## src/rtl/alu_execute_unit.sv

```systemverilog
// rtl/alu_execute_unit.sv - execute stage: ALU control, ALU, branch-target adder, registered outputs
module alu_adder #(
  parameter int DATA_W = 64
) (
  input  logic [DATA_W-1:0] a,
  input  logic [DATA_W-1:0] b,
  input  logic              carry_in,
  output logic [DATA_W-1:0] sum
);
  assign sum = a + b + {{(DATA_W-1){1'b0}}, carry_in};
endmodule

module alu_control (
  input  logic [1:0]  alu_op,
  input  logic [10:0] opcode,
  output logic [3:0]  alu_func
);
  always_comb begin
    alu_func = 4'b0010;
    case (alu_op)
      2'b00: alu_func = 4'b0010;
      2'b01: alu_func = 4'b0111;
      default: begin
        case (opcode)
          11'b10001011000: alu_func = 4'b0010;
          11'b11001011000: alu_func = 4'b0110;
          11'b10001010000: alu_func = 4'b0000;
          11'b10101010000: alu_func = 4'b0001;
          default:         alu_func = 4'b0010;
        endcase
      end
    endcase
  end
endmodule

module alu_core #(
  parameter int DATA_W = 64
) (
  input  logic [DATA_W-1:0] a,
  input  logic [DATA_W-1:0] b,
  input  logic [3:0]        alu_func,
  output logic [DATA_W-1:0] result,
  output logic              zero
);
  logic              is_sub;
  logic [DATA_W-1:0] b_eff;
  logic [DATA_W-1:0] sum;

  // One adder serves both add and subtract: A + ~B + 1 when subtracting.
  assign is_sub = (alu_func == 4'b0110);
  assign b_eff  = is_sub ? ~b : b;

  alu_adder #(.DATA_W(DATA_W)) u_adder (
    .a        (a),
    .b        (b_eff),
    .carry_in (is_sub),
    .sum      (sum)
  );

  always_comb begin
    result = '0;
    case (alu_func)
      4'b0000: result = a & b;
      4'b0001: result = a | b;
      4'b0010: result = sum;
      4'b0110: result = sum;
      4'b0111: result = b;
      4'b1100: result = ~(a | b);
      default: result = '0;
    endcase
  end

  assign zero = (result == '0);
endmodule

module alu_execute_unit #(
  parameter int DATA_W = 64
) (
  input  logic              clk,
  input  logic              register_reset,
  input  logic              register_write,
  input  logic [10:0]       opcode,
  input  logic [1:0]        alu_op,
  input  logic              alu_src,
  input  logic [DATA_W-1:0] read_data_1,
  input  logic [DATA_W-1:0] read_data_2,
  input  logic [DATA_W-1:0] extended_data,
  input  logic [DATA_W-1:0] pc,
  output logic [DATA_W-1:0] alu_result,
  output logic              alu_zero,
  output logic [DATA_W-1:0] jump_address,
  output logic [3:0]        alu_func
);
  logic [DATA_W-1:0] operand_b;
  logic [DATA_W-1:0] result_comb;
  logic              zero_comb;
  logic [DATA_W-1:0] branch_offset;
  logic [DATA_W-1:0] target_comb;

  logic [DATA_W-1:0] alu_result_d, alu_result_q;
  logic              alu_zero_d, alu_zero_q;
  logic [DATA_W-1:0] jump_address_d, jump_address_q;

  alu_control u_alu_control (
    .alu_op   (alu_op),
    .opcode   (opcode),
    .alu_func (alu_func)
  );

  assign operand_b = alu_src ? extended_data : read_data_2;

  alu_core #(.DATA_W(DATA_W)) u_alu_core (
    .a        (read_data_1),
    .b        (operand_b),
    .alu_func (alu_func),
    .result   (result_comb),
    .zero     (zero_comb)
  );

  // Word offset to byte offset; the two top bits fall off.
  assign branch_offset = {extended_data[DATA_W-3:0], 2'b00};

  alu_adder #(.DATA_W(DATA_W)) u_branch_adder (
    .a        (pc),
    .b        (branch_offset),
    .carry_in (1'b0),
    .sum      (target_comb)
  );

  always_comb begin
    alu_result_d   = alu_result_q;
    alu_zero_d     = alu_zero_q;
    jump_address_d = jump_address_q;
    if (register_reset) begin
      alu_result_d   = '0;
      alu_zero_d     = 1'b0;
      jump_address_d = '0;
    end else if (register_write) begin
      alu_result_d   = result_comb;
      alu_zero_d     = zero_comb;
      jump_address_d = target_comb;
    end
  end

  always_ff @(posedge clk) begin
    alu_result_q   <= alu_result_d;
    alu_zero_q     <= alu_zero_d;
    jump_address_q <= jump_address_d;
  end

  assign alu_result   = alu_result_q;
  assign alu_zero     = alu_zero_q;
  assign jump_address = jump_address_q;
endmodule

```

## config.mk

```make
export PLATFORM = sky130hd
export DESIGN_NAME = alu_execute_unit
export DESIGN_NICKNAME = d
export VERILOG_FILES = /design/src/rtl/alu_execute_unit.sv
export SDC_FILE = /design/constraint.sdc
export NUM_CORES = 1
export LEC_CHECK = 0
export CAP_MARGIN = 20
export CORE_MARGIN = 2
export CORE_UTILIZATION = 45
export DETAILED_ROUTE_END_ITERATION = 8
export GPL_ROUTABILITY_DRIVEN = 0
export MAX_ROUTING_LAYER = met4
export PLACE_DENSITY = 0.79
export SYNTH_ARGS = -nofsm -noshare
export SYNTH_HDL_FRONTEND = slang
export SYNTH_SLANG_ARGS = --single-unit
export TNS_END_PERCENT = 30
```

## constraint.sdc

```tcl
create_clock -name clk -period 7 [get_ports clk]
set_input_delay 1.4 -clock clk [delete_from_list [all_inputs] [get_ports clk]]
set_output_delay 1.4 -clock clk [all_outputs]
set_load 0.005 [all_outputs]
```

After elaboration in Yosys (flattened, before gate mapping) --
Cells that the tools add are included.
Word-level totals: ROM bits 0, register bits 129, logic and storage cells 28, memories kept 0, bits in latches 0, memory bits (writable) 0
Operators by class: bitwise logic cells 4, equality and inequality tests 9, shifts and indexed selects 0, magnitude comparators 0, muxes and demuxes 5, add/sub/neg operators 3, multipliers 0, divide/modulo/power cells 0, reduce and logical (&&, ||, !) cells 4
Operators by type and width (count):
- 64-bit one-hot mux with 5 select lines | 1
- 64-bit adder | 2
- 64-bit 2-to-1 mux | 2
- 64-bit inverter | 2
- 64-bit by 1-bit adder with 64-bit output | 1
- 64-bit AND | 1
- 64-bit zero test | 1
- 64-bit bitwise OR | 1
- 11-bit == test, second input constant | 3
- 3-bit one-hot mux with 3 select lines | 1
- 4-bit by 3-bit == test with 1-bit output, second input constant | 2
- 4-bit one-hot mux with 2 select lines | 1
- 4-bit by 1-bit == test with 1-bit output, second input constant | 1
- 4-bit by 2-bit == test with 1-bit output, second input constant | 1
- 4-bit == test, second input constant | 1
- 4-bit zero test | 1
- 2-bit by 1-bit == test with 1-bit output, second input constant | 1
- 2-bit zero test | 1
- 2-bit OR reduction | 1

Logic depth before layout (Yosys ltp) --
depth in word-level cells 9, mapped depth 23, gate-level depth less buffers 18

Modules after synthesis --
Synthesis repeated with hierarchy kept, for this count alone.
Second synthesis, totals: cells, all modules 2166, area total of the unflattened synthesis 16876.2 µm²
Modules (own cells, without submodules):
- alu_execute_unit | area each 5477.8 µm², instances 1, cells each 488, sequential area each 2582.5 µm²
- alu_adder (u_branch_adder) | area each 4245.3 µm², instances 1, cells each 598, sequential area each 0.0 µm²
- alu_adder (u_alu_core.u_adder) | area each 3727.3 µm², instances 1, cells each 533, sequential area each 0.0 µm²
- alu_core | area each 3338.2 µm², instances 1, cells each 534, sequential area each 0.0 µm²
- alu_control | area each 87.6 µm², instances 1, cells each 13, sequential area each 0.0 µm²

Least setup slack after synthesis --
OpenSTA, ideal clock, no wires.
kind input to register, start point in alu_src, end point reg alu_zero_q, in the netlist alu_zero, setup slack 287 ps, required time 6886 ps, setup time 114 ps, arrival 6599 ps, stages on the path 23, cell sequence buf_2 -> buf_2 -> buf_2 -> buf_2 -> buf_1 -> buf_1 -> mux2i_1 -> xnor2_1 -> ha_1 -> clkbuf_1 -> and3_1 -> clkbuf_1 -> nand4_1 -> or4_1 -> o32a_1 -> o211ai_1 -> nor2b_1 -> nor3_1 -> o31ai_1 -> nor4_1 -> and4_1 -> and4_1 -> a21o_1
On the way: word-level cells in the longest chain between the ends 7
Ends and longest elaborated chain:
- start, declared | RTL line 84 | input logic alu_src,
- 64-bit 2-to-1 mux * | RTL line 110 | assign operand_b = alu_src ? extended_data : read_data_2;
- 64-bit inverter | RTL line 51 | assign b_eff = is_sub ? ~b : b;
- 64-bit 2-to-1 mux | RTL line 51
- 64-bit adder | RTL line 10 | assign sum = a + b + {{(DATA_W-1){1'b0}}, carry_in};
- 64-bit by 1-bit adder with 64-bit output | RTL line 10
- 64-bit one-hot mux with 5 select lines * | RTL line 62 | case (alu_func)
- 64-bit zero test * | RTL line 73 | assign zero = (result == '0);
- end signal, assigned | RTL line 147 | alu_zero_q <= alu_zero_d;
- end, declared | RTL line 101 | logic alu_zero_d, alu_zero_q;
Every way passes the cells marked *; elsewhere a longest branch is shown, timed or not. A chain may end at the register's enable or synchronous reset.

Worst setup path after layout --
start point in opcode[2], end point reg alu_zero_q, in the netlist alu_zero
On the way: word-level cells in the longest chain between the ends 9
Ends and longest elaborated chain:
- start, declared | RTL line 82 | input logic [10:0] opcode,
- 11-bit == test | RTL line 24 | case (opcode)
- 3-bit one-hot mux with 3 select lines * | RTL line 24
- 4-bit one-hot mux with 2 select lines * | RTL line 20 | case (alu_op)
- 4-bit by 3-bit == test with 1-bit output | RTL line 50, 62
- 64-bit 2-to-1 mux | RTL line 51
- 64-bit adder | RTL line 10
- 64-bit by 1-bit adder with 64-bit output | RTL line 10
- 64-bit one-hot mux with 5 select lines * | RTL line 62
- 64-bit zero test * | RTL line 73
Marks and branches as above.

==> flow_summary.ini <==
[grt]
grt_usage_pct = 37.1
grt_pass1_wl_um = 93100
gr-total-overflow = 0
grt_max_degree = 104
antenna_found_initial = 2
grt_pass1_vias = 16700

[clock_tree]
cts_made_buffers = 17
root_buffer = clkbuf_16
cts.clk_slew.worst_paths_ns = 0.06
cts_tree = built
hold_buffers = 0
h-tree-depth = 4
max-clock-path-buffers = 2
clock_latency_ns = 0.47
cts.sinks = 129

[timing]
setup_violations = 0
max_freq_mhz = 148
fin_skew_ns = 0
setup_slack_ns = 0.257
slew_headroom_pct = 30.6
whs_ns = 0.469
finalMaxSlewViolations = 0
final.period_utilization_pct = 96.3
rsz0062_at_grt = false
worst_pin_slew_ns = 1.04
finalHoldViolCount = 0
tns_ns = 0
final.min_clock_period_ns = 6.74

[logic_synthesis]
syn_area_um2 = 14500
ys_seq_area_share_pct = 17.8
async_flop_share_pct = 0
synthTopCellsByArea = dfxtp_1, ha_1, a21oi_1
ys_types = 73
synth_top_area_share_pct = 17.8
synthTopCellsByCount = nor2_1, a21oi_1, nand2_1
postSynthRegisterBits = 129
synth_top_area_cell = dfxtp_1
ys_warn_count = 0
synthCells = 1948
syn_area_per_cell_um2 = 7.45
synth_most_common_cell = nor2_1
syn_nets = 2360
synth_flop_cell = dfxtp_1
synth_edf_count = 0

[power]
switching_share_pct = 38.4
p_switching_uw = 1350
peakVddDrop_mv = 0.195
combPwrFrac_pct = 47.6
seq_power_share_pct = 24.6
power.density_nw_per_um2 = 179
power.total_uw = 3510
internal_power_uw = 2160
leakage_uw = 0.00803
clkPwrFrac_pct = 27.8

[layout]
syn_to_final_growth_pct = 35.4
final_util_pct = 62.1
drive_gt1_share_pct = 4.78
num-nets-final = 2721

[route]
drt_iter0_drc = 1636
viasPerCell = 6.26
wl_met1_um = 22200
route.vias.total = 17100
drc = 0
top_layer_used = met4
drtAntennaViolNets = 0
met2_length_um = 27300
dr.pass1.iters = 6
wl_um = 62700
wl_per_cell_um = 23.0
dr_wl_met3_um = 6610

[hold_path]
holdPathStages = 2
hold_class = reg -> reg
min_to = alu_result[52]$_SDFFE_PP0P_
min-delay-start = alu_result[52]$_SDFFE_PP0P_

[floorplanning]
core_area_um2 = 31600
start_util_pct = 45.9
die-area_um2 = 33700
die_height_um = 184
die_w_um = 184
ioPinCount = 406
rows = 65

[critical_path]
endpoint_kind = register
path_class = in -> reg
cp_slowest_stage_delay_ns = 0.59
rr_startpoint = alu_result[38]$_SDFFE_PP0P_
cp_max_fo = 19
cpLargestDelayFamily = simple AND/OR/NAND/NOR gates
crit_chain = clkdlybuf4s50_1, or4b_4, nor4_4, buf_12, xnor2_1, ha_1, a211oi_1, a21oi_1, o31ai_1, o221ai_2, a31oi_1, xnor2_1, a21oi_1, nand4_1, or4_1, nor4_2, nand4_1, nor4_1, a21o_1
required_ns = 7.42
ff2ff_path_depth = 2
start_kind = primary input
arrival_ns = 7.16
path_buf_inv = 2
slowest_stage = or4b_4
reg2reg_to = alu_result[38]$_SDFFE_PP0P_
r2r_slack_ns = 6.06

[placed_design]
port_buffers = 404
dp.final_hpwl_um = 49500
pre_cts_ws_ns = -0.213

[outcome]
status = completed

[run]
cap_violations = 0
==> metal layers <==
layer  vias to the layer above  global-route usage, %
met1                      7818                   39.4
met2                      1076                   57.2
met4                         0                   32.9
met5                         -                      -
met3                       297                   9.81
li1                       7873                      -
==> power by group through the flow <==
stage	Sequential [uW]	Clock, uW	Combinational (uW)
after floorplan	875	0	930
after global placement	874	0	1590
after detailed placement	876	0	1620
after CTS	862	984	1630
after global routing	872	1010	1790
final	864	978	1670
==> logic make-up after synthesis <==
family                     synth area share (%)
DFF                                        17.8
other                                    0.0258
xor gates and xnor gates                   10.1
adders and majority gates                  13.5
AOI/OAI and AO/OA                          27.4
muxes                                      8.17
and+or+nand+nor                            19.0
buffers and inverters                      3.92
==> state kept, by name, indices dropped and copies added (netlist names) <==
name,flops
alu_result,64
alu_zero,1
jump_address,64
==> how the worst max path moves through the flow <==
stage	from	endpoint	depth (start not counted)
after floorplan	alu_src	alu_zero$_SDFFE_PP0P_	23
after global placement	opcode[2]	alu_zero$_SDFFE_PP0P_	20
after detailed placement	opcode[2]	alu_zero$_SDFFE_PP0P_	20
after CTS	opcode[2]	alu_zero$_SDFFE_PP0P_	20
after global routing	alu_op[1]	alu_zero$_SDFFE_PP0P_	19
final	opcode[2]	alu_zero$_SDFFE_PP0P_	19
==> tightest hold or removal path: stages, from the launching register on <==
cell     delay, ns
dfxtp_1       0.31
nand2_1       0.06
a21oi_1       0.05
==> what timing repair did <==
action                     in CTS  in global routing
gates resized for setup         0                  3
setup buffers                   0                  0
setup endpoints to repair       0                  1
==> placed cells by master (no fill, tap or decap), drive strengths merged, types with 7 or more instances in the layout <==
master,n
a211o,9
a211oi,67
a21o,66
a21oi,229
a31oi,18
and2,7
and3,14
buf,52
clkbuf,21
clkdlybuf4s50,401
dfxtp,129
ha,137
inv,35
maj3,21
mux2,11
mux2i,106
nand2,144
nand2b,15
nand3,38
nand4,47
nor2,232
nor2b,20
nor3,36
nor4,9
o211ai,14
o21a,22
o21ai,112
o21bai,26
o31ai,7
or3,9
xnor2,112
xor2,56
==> layout make-up <==
cell class | count | area (um^2)
Antenna cell | 2 | 5.00
Clock inverter | 10 | 134
Sequential cell | 129 | 2580
Clock buffer | 21 | 470
Timing Repair Buffer | 453 | 4430
Inverter | 36 | 135
Tap cell | 402 | 503
Multi-Input combinational cell | 1672 | 11400
Fill cell | 2762 | 12000
==> metrics by stage <==
step,cell area (um^2),std cells
floorplan,14500,1948
global placement,19000,2692
detailed placement,19000,2692
CTS,19600,2723
global route,19600,2725
finish,19600,2725
Power figures use the tool's default switching activity.
